==> src/rtl/lae_pkg.sv <==
// lae_pkg: shared types and constants for the LAE stream host.
//   W       - share width of one data word (core rate, fixed)
//   TW      - tag share width
//   SHARES  - number of Boolean shares per word
//   state_t - host FSM states
//   in_entry_t - one input FIFO entry {d1..d4, isad, last}
package lae_pkg;

    localparam int W      = 10;
    localparam int TW     = 80;
    localparam int SHARES = 4;

    typedef enum logic [1:0] {
        IDLE  = 2'd0,
        PRIME = 2'd1,
        RUN   = 2'd2,
        TAG   = 2'd3
    } state_t;

    typedef struct packed {
        logic [W-1:0] d1;
        logic [W-1:0] d2;
        logic [W-1:0] d3;
        logic [W-1:0] d4;
        logic         isad;
        logic         last;
    } in_entry_t;

endpackage

==> src/rtl/lae_stream_host_if.sv <==
// lae_stream_host_if: upstream word stream (s_*) and downstream ciphertext
// stream (m_*) of the LAE stream host.
//   slave  - host side: consumes s_* words, produces m_* words
//   master - environment side: produces s_* words, consumes m_* words
interface lae_stream_host_if;
    import lae_pkg::*;

    logic         s_valid;
    logic         s_ready;
    logic [W-1:0] s_d1, s_d2, s_d3, s_d4;
    logic         s_isad;
    logic         s_last;

    logic         m_valid;
    logic         m_ready;
    logic [W-1:0] m_c1, m_c2, m_c3, m_c4;

    modport slave (
        input  s_valid, s_d1, s_d2, s_d3, s_d4, s_isad, s_last, m_ready,
        output s_ready, m_valid, m_c1, m_c2, m_c3, m_c4
    );

    modport master (
        output s_valid, s_d1, s_d2, s_d3, s_d4, s_isad, s_last, m_ready,
        input  s_ready, m_valid, m_c1, m_c2, m_c3, m_c4
    );

endinterface

==> src/rtl/lae_share_fifo.sv <==
// lae_share_fifo: small synchronous FIFO for share words.
//   ck, rst      - clock, synchronous active-high reset (flushes pointers)
//   push, wdata  - write request; accepted when not full, or when full with
//                  a same-cycle pop (the freed slot is reused)
//   pop, rdata   - read request; rdata is the current head (valid if !empty)
//   full, empty  - status, from pointers carrying an extra wrap bit
module lae_share_fifo #(
    parameter int WIDTH = 8,
    parameter int DEPTH = 4
) (
    input  logic             ck,
    input  logic             rst,
    input  logic             push,
    input  logic             pop,
    input  logic [WIDTH-1:0] wdata,
    output logic [WIDTH-1:0] rdata,
    output logic             full,
    output logic             empty
);

    localparam int AW = $clog2(DEPTH);
    localparam logic [AW:0] PTR_ONE = 1;

    logic [AW:0] wr_q, wr_d, rd_q, rd_d;
    logic [DEPTH-1:0][WIDTH-1:0] mem_q, mem_d;
    logic push_ok, pop_ok;

    always_comb begin
        empty   = (wr_q == rd_q);
        full    = (wr_q[AW] != rd_q[AW]) && (wr_q[AW-1:0] == rd_q[AW-1:0]);
        pop_ok  = pop && !empty;
        push_ok = push && (!full || pop_ok);
        wr_d    = wr_q;
        rd_d    = rd_q;
        mem_d   = mem_q;
        if (push_ok) begin
            mem_d[wr_q[AW-1:0]] = wdata;
            wr_d = wr_q + PTR_ONE;
        end
        if (pop_ok) begin
            rd_d = rd_q + PTR_ONE;
        end
    end

    assign rdata = mem_q[rd_q[AW-1:0]];

    always_ff @(posedge ck) begin
        if (rst) begin
            wr_q <= '0;
            rd_q <= '0;
        end else begin
            wr_q <= wr_d;
            rd_q <= rd_d;
        end
    end

    // Storage needs no reset: the head is only observed while non-empty.
    always_ff @(posedge ck) begin
        mem_q <= mem_d;
    end

endmodule

==> src/rtl/lae_stream_host.sv <==
// lae_stream_host: host-side feeder/collector for the FIDES-160 threshold
// LAE core's getdata/outc/final_o stream protocol.
//   ck, rst          - clock, synchronous active-high reset
//   go               - one-cycle message start request (ignored unless idle)
//   s (slave)        - upstream words s_*, downstream ciphertext words m_*
//   start            - one-cycle core start, issued once the first word is buffered
//   inp1..4,Ain,Min,last - head of the input FIFO, zeros when empty
//   getdata          - core consumes the head this cycle (core never stalls)
//   outc, cout1..4   - core ciphertext word, captured into the output FIFO
//   final_o, Tin1..4 - core tag shares, latched into tag1..4
//   tag_valid, busy, err - tag held, FSM active, sticky underrun/overflow
module lae_stream_host
    import lae_pkg::*;
#(
    parameter int DEPTH = 4
) (
    input  logic                ck,
    input  logic                rst,
    input  logic                go,
    lae_stream_host_if.slave    s,
    output logic                start,
    output logic [W-1:0]        inp1, inp2, inp3, inp4,
    output logic                Ain,
    output logic                Min,
    output logic                last,
    input  logic                getdata,
    input  logic                outc,
    input  logic                final_o,
    input  logic [W-1:0]        cout1, cout2, cout3, cout4,
    input  logic [TW-1:0]       Tin1, Tin2, Tin3, Tin4,
    output logic [TW-1:0]       tag1, tag2, tag3, tag4,
    output logic                tag_valid,
    output logic                busy,
    output logic                err
);

    state_t state_q, state_d;
    logic   tag_valid_q, tag_valid_d;
    logic   last_acc_q, last_acc_d;
    logic   err_q, err_d;
    logic [SHARES-1:0][TW-1:0] tag_q, tag_d;

    in_entry_t in_wdata, in_head;
    logic in_push, in_pop, in_full, in_empty;
    logic [SHARES*W-1:0] out_wdata, out_head;
    logic out_full, out_empty, out_pop;

    // ---------------- input FIFO ----------------
    assign s.s_ready = !in_full && (state_q != IDLE) && !last_acc_q;
    assign in_push   = s.s_valid && s.s_ready;
    assign in_pop    = getdata && !in_empty;
    assign in_wdata  = '{d1: s.s_d1, d2: s.s_d2, d3: s.s_d3, d4: s.s_d4,
                         isad: s.s_isad, last: s.s_last};

    lae_share_fifo #(.WIDTH($bits(in_entry_t)), .DEPTH(DEPTH)) u_in_fifo (
        .ck    (ck),
        .rst   (rst),
        .push  (in_push),
        .pop   (in_pop),
        .wdata (in_wdata),
        .rdata (in_head),
        .full  (in_full),
        .empty (in_empty)
    );

    // The core samples these whenever it raises getdata; an empty FIFO
    // must look like all-zero data rather than stale storage.
    always_comb begin
        inp1 = '0;
        inp2 = '0;
        inp3 = '0;
        inp4 = '0;
        Ain  = 1'b0;
        Min  = 1'b0;
        last = 1'b0;
        if (!in_empty) begin
            inp1 = in_head.d1;
            inp2 = in_head.d2;
            inp3 = in_head.d3;
            inp4 = in_head.d4;
            Ain  = in_head.isad;
            Min  = !in_head.isad;
            last = in_head.last;
        end
    end

    // ---------------- output FIFO ----------------
    assign out_wdata = {cout1, cout2, cout3, cout4};
    assign out_pop   = !out_empty && s.m_ready;

    lae_share_fifo #(.WIDTH(SHARES*W), .DEPTH(DEPTH)) u_out_fifo (
        .ck    (ck),
        .rst   (rst),
        .push  (outc),
        .pop   (out_pop),
        .wdata (out_wdata),
        .rdata (out_head),
        .full  (out_full),
        .empty (out_empty)
    );

    assign s.m_valid = !out_empty;
    assign s.m_c1    = out_empty ? '0 : out_head[4*W-1 -: W];
    assign s.m_c2    = out_empty ? '0 : out_head[3*W-1 -: W];
    assign s.m_c3    = out_empty ? '0 : out_head[2*W-1 -: W];
    assign s.m_c4    = out_empty ? '0 : out_head[W-1 -: W];

    // ---------------- control FSM ----------------
    always_comb begin
        state_d     = state_q;
        tag_valid_d = tag_valid_q;
        last_acc_d  = last_acc_q;
        tag_d       = tag_q;
        start       = 1'b0;
        // Underrun (core pulls from empty FIFO) or overflow (word dropped
        // because the output FIFO is full and nothing leaves this cycle).
        err_d = err_q | (getdata && in_empty) | (outc && out_full && !out_pop);

        case (state_q)
            IDLE: begin
                if (go) begin
                    state_d     = PRIME;
                    tag_valid_d = 1'b0;
                    last_acc_d  = 1'b0;
                end
            end
            PRIME: begin
                // Hold off start until data is buffered so the core's
                // first getdata cannot underrun.
                if (!in_empty) begin
                    start   = 1'b1;
                    state_d = RUN;
                end
            end
            RUN: begin
                if (in_pop && in_head.last && !in_head.isad) begin
                    state_d = TAG;
                end
            end
            TAG: begin
                if (final_o) begin
                    tag_d       = {Tin4, Tin3, Tin2, Tin1};
                    tag_valid_d = 1'b1;
                    state_d     = IDLE;
                end
            end
            default: state_d = IDLE;
        endcase

        // Closing the upstream after the final message word keeps the next
        // message's words from mixing into this one.
        if (in_push && !s.s_isad && s.s_last) begin
            last_acc_d = 1'b1;
        end
    end

    always_ff @(posedge ck) begin
        if (rst) begin
            state_q     <= IDLE;
            tag_valid_q <= 1'b0;
            last_acc_q  <= 1'b0;
            err_q       <= 1'b0;
            tag_q       <= '0;
        end else begin
            state_q     <= state_d;
            tag_valid_q <= tag_valid_d;
            last_acc_q  <= last_acc_d;
            err_q       <= err_d;
            tag_q       <= tag_d;
        end
    end

    assign tag1      = tag_q[0];
    assign tag2      = tag_q[1];
    assign tag3      = tag_q[2];
    assign tag4      = tag_q[3];
    assign tag_valid = tag_valid_q;
    assign busy      = (state_q != IDLE);
    assign err       = err_q;

endmodule
==> src/flat_wrapper.sv <==
// flat-port wrapper written by rule: the top's interface ports become plain ports
module lae_stream_host_flat import lae_pkg::*;
#(
    parameter int DEPTH = 4
)
  (ck, rst, go, start, inp1, inp2, inp3, inp4, Ain, Min, last, getdata, outc, final_o, cout1, cout2, cout3, cout4, Tin1, Tin2, Tin3, Tin4, tag1, tag2, tag3, tag4, tag_valid, busy, err, s_s_valid, s_s_d1, s_s_d2, s_s_d3, s_s_d4, s_s_isad, s_s_last, s_m_ready, s_s_ready, s_m_valid, s_m_c1, s_m_c2, s_m_c3, s_m_c4);
  lae_stream_host_if s_i ();
  input  logic ck;
  input  logic rst;
  input  logic go;
  output logic start;
  output logic [W-1:0] inp1;
  output logic [W-1:0] inp2;
  output logic [W-1:0] inp3;
  output logic [W-1:0] inp4;
  output logic Ain;
  output logic Min;
  output logic last;
  input  logic getdata;
  input  logic outc;
  input  logic final_o;
  input  logic [W-1:0] cout1;
  input  logic [W-1:0] cout2;
  input  logic [W-1:0] cout3;
  input  logic [W-1:0] cout4;
  input  logic [TW-1:0] Tin1;
  input  logic [TW-1:0] Tin2;
  input  logic [TW-1:0] Tin3;
  input  logic [TW-1:0] Tin4;
  output logic [TW-1:0] tag1;
  output logic [TW-1:0] tag2;
  output logic [TW-1:0] tag3;
  output logic [TW-1:0] tag4;
  output logic tag_valid;
  output logic busy;
  output logic err;
  input wire logic [$bits(s_i.s_valid)-1:0] s_s_valid;
  input wire logic [$bits(s_i.s_d1)-1:0] s_s_d1;
  input wire logic [$bits(s_i.s_d2)-1:0] s_s_d2;
  input wire logic [$bits(s_i.s_d3)-1:0] s_s_d3;
  input wire logic [$bits(s_i.s_d4)-1:0] s_s_d4;
  input wire logic [$bits(s_i.s_isad)-1:0] s_s_isad;
  input wire logic [$bits(s_i.s_last)-1:0] s_s_last;
  input wire logic [$bits(s_i.m_ready)-1:0] s_m_ready;
  output wire logic [$bits(s_i.s_ready)-1:0] s_s_ready;
  output wire logic [$bits(s_i.m_valid)-1:0] s_m_valid;
  output wire logic [$bits(s_i.m_c1)-1:0] s_m_c1;
  output wire logic [$bits(s_i.m_c2)-1:0] s_m_c2;
  output wire logic [$bits(s_i.m_c3)-1:0] s_m_c3;
  output wire logic [$bits(s_i.m_c4)-1:0] s_m_c4;
  assign s_i.s_valid = s_s_valid;
  assign s_i.s_d1 = s_s_d1;
  assign s_i.s_d2 = s_s_d2;
  assign s_i.s_d3 = s_s_d3;
  assign s_i.s_d4 = s_s_d4;
  assign s_i.s_isad = s_s_isad;
  assign s_i.s_last = s_s_last;
  assign s_i.m_ready = s_m_ready;
  assign s_s_ready = s_i.s_ready;
  assign s_m_valid = s_i.m_valid;
  assign s_m_c1 = s_i.m_c1;
  assign s_m_c2 = s_i.m_c2;
  assign s_m_c3 = s_i.m_c3;
  assign s_m_c4 = s_i.m_c4;
  lae_stream_host #(.DEPTH(DEPTH)) u_core (.ck(ck), .rst(rst), .go(go), .s(s_i), .start(start), .inp1(inp1), .inp2(inp2), .inp3(inp3), .inp4(inp4), .Ain(Ain), .Min(Min), .last(last), .getdata(getdata), .outc(outc), .final_o(final_o), .cout1(cout1), .cout2(cout2), .cout3(cout3), .cout4(cout4), .Tin1(Tin1), .Tin2(Tin2), .Tin3(Tin3), .Tin4(Tin4), .tag1(tag1), .tag2(tag2), .tag3(tag3), .tag4(tag4), .tag_valid(tag_valid), .busy(busy), .err(err));
endmodule
==> config.mk <==
export PLATFORM = sky130hd
export DESIGN_NAME = lae_stream_host_flat
export DESIGN_NICKNAME = d
export VERILOG_FILES = /design/src/rtl/lae_pkg.sv /design/src/rtl/lae_stream_host_if.sv /design/src/rtl/lae_share_fifo.sv /design/src/rtl/lae_stream_host.sv /design/src/flat_wrapper.sv
export SDC_FILE = /design/constraint.sdc
export NUM_CORES = 1
export LEC_CHECK = 0
export ABC_AREA = 1
export CAP_MARGIN = 20
export CORE_AREA = 2 2 320 322
export CTS_CLUSTER_SIZE = 14
export DETAILED_ROUTE_END_ITERATION = 10
export DIE_AREA = 0 0 322 324
export DONT_BUFFER_PORTS = 1
export GPL_ROUTABILITY_DRIVEN = 1
export SLEW_MARGIN = 20
export SYNTH_ARGS = -nofsm -noshare
export SYNTH_HDL_FRONTEND = slang
export SYNTH_HIERARCHICAL = 1
export SYNTH_SLANG_ARGS = --single-unit
==> constraint.sdc <==
create_clock -name ck -period 4.5 [get_ports ck]
set_clock_uncertainty 0.05 [all_clocks]
set_input_delay 0.675 -clock ck [delete_from_list [all_inputs] [get_ports ck]]
set_output_delay 0.675 -clock ck [all_outputs]
set_load 0.01 [all_outputs]
# Yosys cells after proc, flatten, opt, wreduce, memory -nomap -nowiden

Index checks and enable logic that the tools add are counted.

Bits in latches: 0
Output and inout port bits: 409
Memory bits (read-only): 0
Memories kept: 0
Word-level logic and storage cells: 117
Bits in writable memories: 0
Flip-flop bits (word level): 665
Input port bits: 410

Bitwise operators: 2
Shifts and indexed selects: 0
$lt $le $gt $ge: 6
Multipliers: 0
Reductions and logical operators: 39
Muxes and demuxes: 33
Divide/modulo/power cells: 0
Add/subtract/negate cells: 4
Eq/ne operators: 13

Operators with widths:

| operator            | number |
|---|---|
| $bwmux 168          | 1 |
| $bwmux 160          | 1 |
| $bmux 42 s2         | 1 |
| $demux 42 s2        | 1 |
| $mux 42             | 2 |
| $bmux 40 s2         | 1 |
| $demux 40 s2        | 1 |
| $mux 10             | 8 |
| $mux 40             | 2 |
| $logic_and 1x1->1   | 20 |
| $add 3x1->3 const B | 4 |
| $lt 2x3->1 const B  | 4 |
| $mux 1              | 9 |
| $logic_not 1->1     | 8 |
| $mux 2              | 4 |
| $pmux 2 s4          | 1 |
| $reduce_bool 2->1   | 4 |
| $eq 3x3->1          | 2 |
| $ne 2x2->1 const B  | 3 |
| $eq 2x2->1          | 2 |
| $eq 2x2->1 const B  | 2 |
| $ge 2x1->1 const B  | 2 |
| $reduce_and 2->1    | 2 |
| $reduce_and 4->1    | 1 |
| other kinds (8)     | 11 |

# Longest topological paths before layout

Depth after elaboration: 10
Mapped depth: 15
Depth with buffers taken out: 13

# Modules after synthesis

The synthesis kept the hierarchy.

By module, submodules not included:

| module                              | cells an instance | instances | area each (µm²) | seq. area each (µm²) |
|---|---|---|---|---|
| lae_stream_host                     | 1619              | 1         | 11997.8         | 6506.2 |
| lae_share_fifo at u_core.u_in_fifo  | 471               | 1         | 6595.1          | 5165.0 |
| lae_share_fifo at u_core.u_out_fifo | 451               | 1         | 6338.6          | 4924.7 |

# Worst setup path before layout

Ideal clock, no wire load.

Path kind: flip-flop to flip-flop
Start point: register u_core.u_in_fifo.rd_q[1]
End point: register u_core/u_in_fifo/mem_q[0] (netlist name), enable pin
Setup time: 0.441 ns
Cell stages (with the launch flop): 14
Setup slack: 0.647 ns
Path buffers: 3
Period minus slack after synthesis: 3.853 ns
Data arrival time: 3.361 ns
Data required time: 4.009 ns
Path through: dfxtp_1 buf_6 inv_2 nand2_1 nand2_1 nand3_1 inv_1 buf_2 buf_1 nor2_1 inv_1 nand4_2 nand2_2 nor2_1

Elaborated cells between the ends (all ways): 12
Those cells by class: eq/ne: 2; reduce/logical: 10

RTL lines:

| what                      | line                  | text |
|---|---|---|
| start, declared           | lae_share_fifo.sv:24  | `logic [AW:0] wr_q, wr_d, rd_q, rd_d;` |
| start signal, assigned    | lae_share_fifo.sv:53  | `rd_q <= rd_d;` |
| $eq 3x3->1                | lae_share_fifo.sv:29  | `empty = (wr_q == rd_q);` |
| named net u_core.in_empty | lae_stream_host.sv:44 | `logic in_push, in_pop, in_full, in_empty;` |
| $logic_not 1->1           | lae_stream_host.sv:51 | `assign in_pop = getdata && !in_empty;` |
| $logic_and 1x1->1         | lae_stream_host.sv:51 |  |
| named net u_core.in_pop   | lae_stream_host.sv:44 |  |
| $logic_and 1x1->1         | lae_share_fifo.sv:31  | `pop_ok = pop && !empty;` |
| $logic_or 1x1->1          | lae_share_fifo.sv:32  | `push_ok = push && (!full \|\| pop_ok);` |
| $logic_and 1x1->1         | lae_share_fifo.sv:32  |  |
| end signal, assigned      | lae_share_fifo.sv:59  | `mem_q <= mem_d;` |
| end, declared             | lae_share_fifo.sv:25  | `logic [DEPTH-1:0][WIDTH-1:0] mem_q, mem_d;` |

The timed path passes the listed nets, and every way through them passes these cells.
A chain may end at the register's enable or synchronous reset.

# Worst setup path after layout

Start point: register u_core.u_out_fifo.rd_q[0]
End point: output port s_m_c4[3]

Longest elaborated chain between the ends: 3
Elaborated cells between the ends (all ways): 4
Those cells by class: eq/ne: 1; mux: 3

Ends and longest elaborated chain:

| what                          | line                   | text |
|---|---|---|
| start, declared               | lae_share_fifo.sv:24   |  |
| start signal, assigned        | lae_share_fifo.sv:53   |  |
| $bmux 40 s2                   | lae_share_fifo.sv:45   | `assign rdata = mem_q[rd_q[AW-1:0]];` |
| $mux 40 (not written as such) | lae_share_fifo.sv:45   |  |
| named net u_core.out_head[3]  | lae_stream_host.sv:45  | `logic [SHARES*W-1:0] out_wdata, out_head;` |
| $mux 10                       | lae_stream_host.sv:106 | `assign s.m_c4 = out_empty ? '0 : out_head[W-1 -: W];` |
| end, declared                 | flat_wrapper.sv:50     | `output wire logic [$bits(s_i.m_c4)-1:0] s_m_c4;` |

The timed path passes the listed nets, and every way through them passes these cells. The select of a mux whose other input is x is not followed.

==> run metrics <==
run status=completed; Max Slew Vio Count=0; maximum number of pins on one net before global-route repair=163; Cell Chain, Critical Path=inv_2 > buf_4 > o21ai_0 > o22ai_1 > inv_1 > nor2_1; endpoint type of the worst setup path=output port; setup total negative slack=0 ns; highest-count cells in the layout ignoring fill and taps=nor2_1 (913), o21ai_0 (489), dfxtp_1 (335), edfxtp_1 (328), inv_1 (121); post-route total power=16.31 mW; final core utilization=28.40%; clk slew on worst S/H paths=0.06 ns; worst setup path category=reg -> out; number of iterations in the first detailed-routing pass=7; worst voltage drop across the vdd grid=0.3662 mV; total global routing track utilization=13.61%; clock buffer count from CTS=71; total vias in the final route=17,590; drt wl/cell=20.11 um; share of synthesized registers carrying an async set or reset=0%; total nets after synthesis=2,965; setup repair after global routing missed its margin=no; post-cts repair resize count=0; final weighted congestion of routability-driven global placement=0.8315; area of the core=101,000 um2; Yosys warning total=6; upper clock frequency limit=280.7 MHz; areal power density over the cells=568.7 nW/um2; number of I/O port buffers=0; Chip Width=322 um; Combinational Power Share=17.1%; total stage count of the critical path=6; sequential element share of the synthesized area=66.57%; number of synthesized flops with an enable pin=328; number of cells produced by synthesis=2,541; final number of hold-violating endpoints=0; maximum capacitance violations=0; clk buf depth=3; Worst EP arrival=2.84 ns; most common cell after layout, fill and taps aside=nor2_1; wire length after detailed routing=77,630 um; Die ar.=104,300 um2; Die H=324 um; clock tree from TritonCTS=done; total internal power=11.26 mW; Net count, final=2,903; worst relative slew slack=35.91%; HPWL Detailed=55,010 um; proportion of power drawn by flip-flops and latches=45.2%; number of antenna violations at the first check in global routing=26; number of setup violations in the final report=0; Yosys reg bits=665; DRC violations left=0; overall overflow remaining after global route=0; worst r2r path cells=9; layout cells sized above 1=6.856%; layout overhead on the synthesized area=15.06%; DRT antenna net count=0; power spent charging and discharging nets=5.058 mW; Root Buffer=clkbuf_16; Worst path top cell family by delay=buffers and inverters; Clock Latency Late Sink=0.63 ns; detailed-route vias per instance=4.555; top-level port count=819; static leakage=10.01 nW; Max stage delay cell, worst path=inv_2; worst-path fanout max=47; Post-Synthesis Cell Area=24,930 um2; transition time at the pin with the least slew margin=0.9572 ns; kind of start point of the critical path=flop; count of unique library cells instantiated by Yosys=33; total number of clock tree sinks=665; first-pass GRT wire length=106,000 um; required time reported for the critical path endpoint=3.77 ns; Most used DFF post-synth=dfxtp_1; shortest period the worst path allows=3.562 ns; Largest stage delay, worst path=0.63 ns; mean area per synthesized cell=9.812 um2; initial cell density of the core=24.68%; proportion of total power due to net switching=31.00%; Hold Path Class=in -> reg; worst hold stages=0; Starting DRT DRC Count=1,273; fillcell total=10,550; share of total power in the clock network=37.8%; Buf+Inv Stages, Crit Path=3; Final Cycle Share=79.16%; level count of the clock H-tree=3; via count of the first global-routing pass=16,220; num rows=117
-- cell usage after synthesis, types with 2 or more instances --
master | instances | share of area, %
a21oi_1 | 9 | 0.18
o22ai_1 | 82 | 2.1
edfxtp_1 | 328 | 40
buf_6 | 6 | 0.27
nor2_1 | 921 | 14
clkbuf_2 | 50 | 1.0
clkbuf_1 | 53 | 0.80
buf_1 | 6 | 0.090
clkinv_1 | 2 | 0.030
ha_1 | 14 | 0.70
nand3b_1 | 2 | 0.060
nand2_1 | 34 | 0.51
nand3_1 | 9 | 0.18
inv_1 | 122 | 1.8
xor2_1 | 4 | 0.14
buf_4 | 11 | 0.33
nand2_2 | 4 | 0.10
o21ai_0 | 489 | 9.8
inv_2 | 4 | 0.060
dfxtp_1 | 337 | 27
nand2_4 | 2 | 0.090
buf_2 | 41 | 0.82
-- registers in the layout, indices dropped and copies added (netlist names) --
signal / count
u_core/tag2: 80
u_core/u_out_fifo/rd_q: 3
u_core/u_in_fifo/wr_q: 3
u_core/u_in_fifo/mem_q: 168
u_core/tag4: 80
u_core/u_out_fifo/wr_q: 3
u_core/err: 1
u_core/tag1: 80
u_core/last_acc_q: 1
u_core/tag_valid: 1
u_core/u_in_fifo/rd_q: 3
u_core/state_q: 2
u_core/tag3: 80
u_core/u_out_fifo/mem_q: 160
-- area by class of cell --
cell class              instances  area [um2]  area share (%)
diodes                         14       35.03          0.1221
repair buffers                 32       317.8           1.108
clock buffers                  96        1974           6.883
multi-input cells            1580        7091           24.72
well taps                    1309        1638           5.710
clock inverters                36       526.8           1.836
inverters                     129       504.2           1.758
flip-flops and latches        665       16600           57.86
-- routing by layer --
| metal | vias up | part of all wire [%] | GRT usage [%] |
|---|---|---|---|
| li1 | 8357 | - | - |
| met1 | 8264 | 36 | 14.80 |
| met2 | 801 | 46 | 21.27 |
| met3 | 148 | 14 | 7.935 |
| met4 | 18 | 3.7 | 6.345 |
| met5 | - | 0.15 | 0 |
-- logic make-up (layout without fill, tap and decap cells) --
group / count (synthesis) / in the layout / share of synthesized area [%]
flip-flops: 665 / 665 / 66.57
XOR/XNOR: 6 / 6 / 0.2861
AO/OA/AOI/OAI: 582 / 582 / 12.12
buffers and inverters: 296 / 293 / 5.269
adder cells (fa/ha/maj): 14 / 14 / 0.7026
AND/OR/NAND/NOR: 978 / 978 / 15.06
other: 0 / 14 / 0
-- what timing repair did --
action / CTS / global route
hold buffers: 1 / 0
buffers inserted: 0 / 0
endpoints found under the hold margin: 1 / 0
-- worst reg2reg max path, delay by kind of cell, from the launching register on --
| kind | cells | cell delay (ns) |
|---|---|---|
| DFF | 1 | 0.68 |
| xor gates and xnor gates | 1 | 0.17 |
| buffers and inverters | 3 | 0.65 |
| and+or+nand+nor | 5 | 0.90 |
-- power groups by stage --
| stage | logic [mW] | clock network, mW | registers, mW |
|---|---|---|---|
| after global placement | 2.75 | 0 | 7.50 |
| after floorplan | 2.11 | 0 | 7.35 |
| after CTS | 2.80 | 6.32 | 7.38 |
| after global routing | 3.13 | 6.58 | 7.43 |
| after detailed placement | 2.79 | 0 | 7.51 |
| final | 2.78 | 6.16 | 7.37 |
-- metrics by stage --
step | hold slack (ns) | cells | setup slack (ns) | area, um2
6_report | 0.07569 | 3861 | 0.9380 | 28690
5_1_grt | 0.01093 | 3858 | 0.6188 | 28680
4_1_cts | 0.003463 | 3847 | 0.8170 | 28650
3_5_place_dp | 0.4329 | 3714 | 1.551 | 26140
3_3_place_gp | 0.4292 | 3714 | 1.609 | 26140
2_1_floorplan | 0.4116 | 2541 | 0.6473 | 24930
-- path summary, 6_finish.rpt --
check	startpoint	endpoint	slack (ns)
hold reg to reg	u_core/last_acc_q	u_core/last_acc_q	0.45
setup reg to reg	u_core/u_out_fifo/rd_q[0]	u_core/u_out_fifo/mem_q[15]	1.64
hold / removal	cout4[6]	u_core/u_out_fifo/mem_q[86]	0.08
setup / recovery	u_core/u_out_fifo/rd_q[0]	s_m_c4[3]	0.94
No activity file was read; power rests on OpenSTA's default activity.
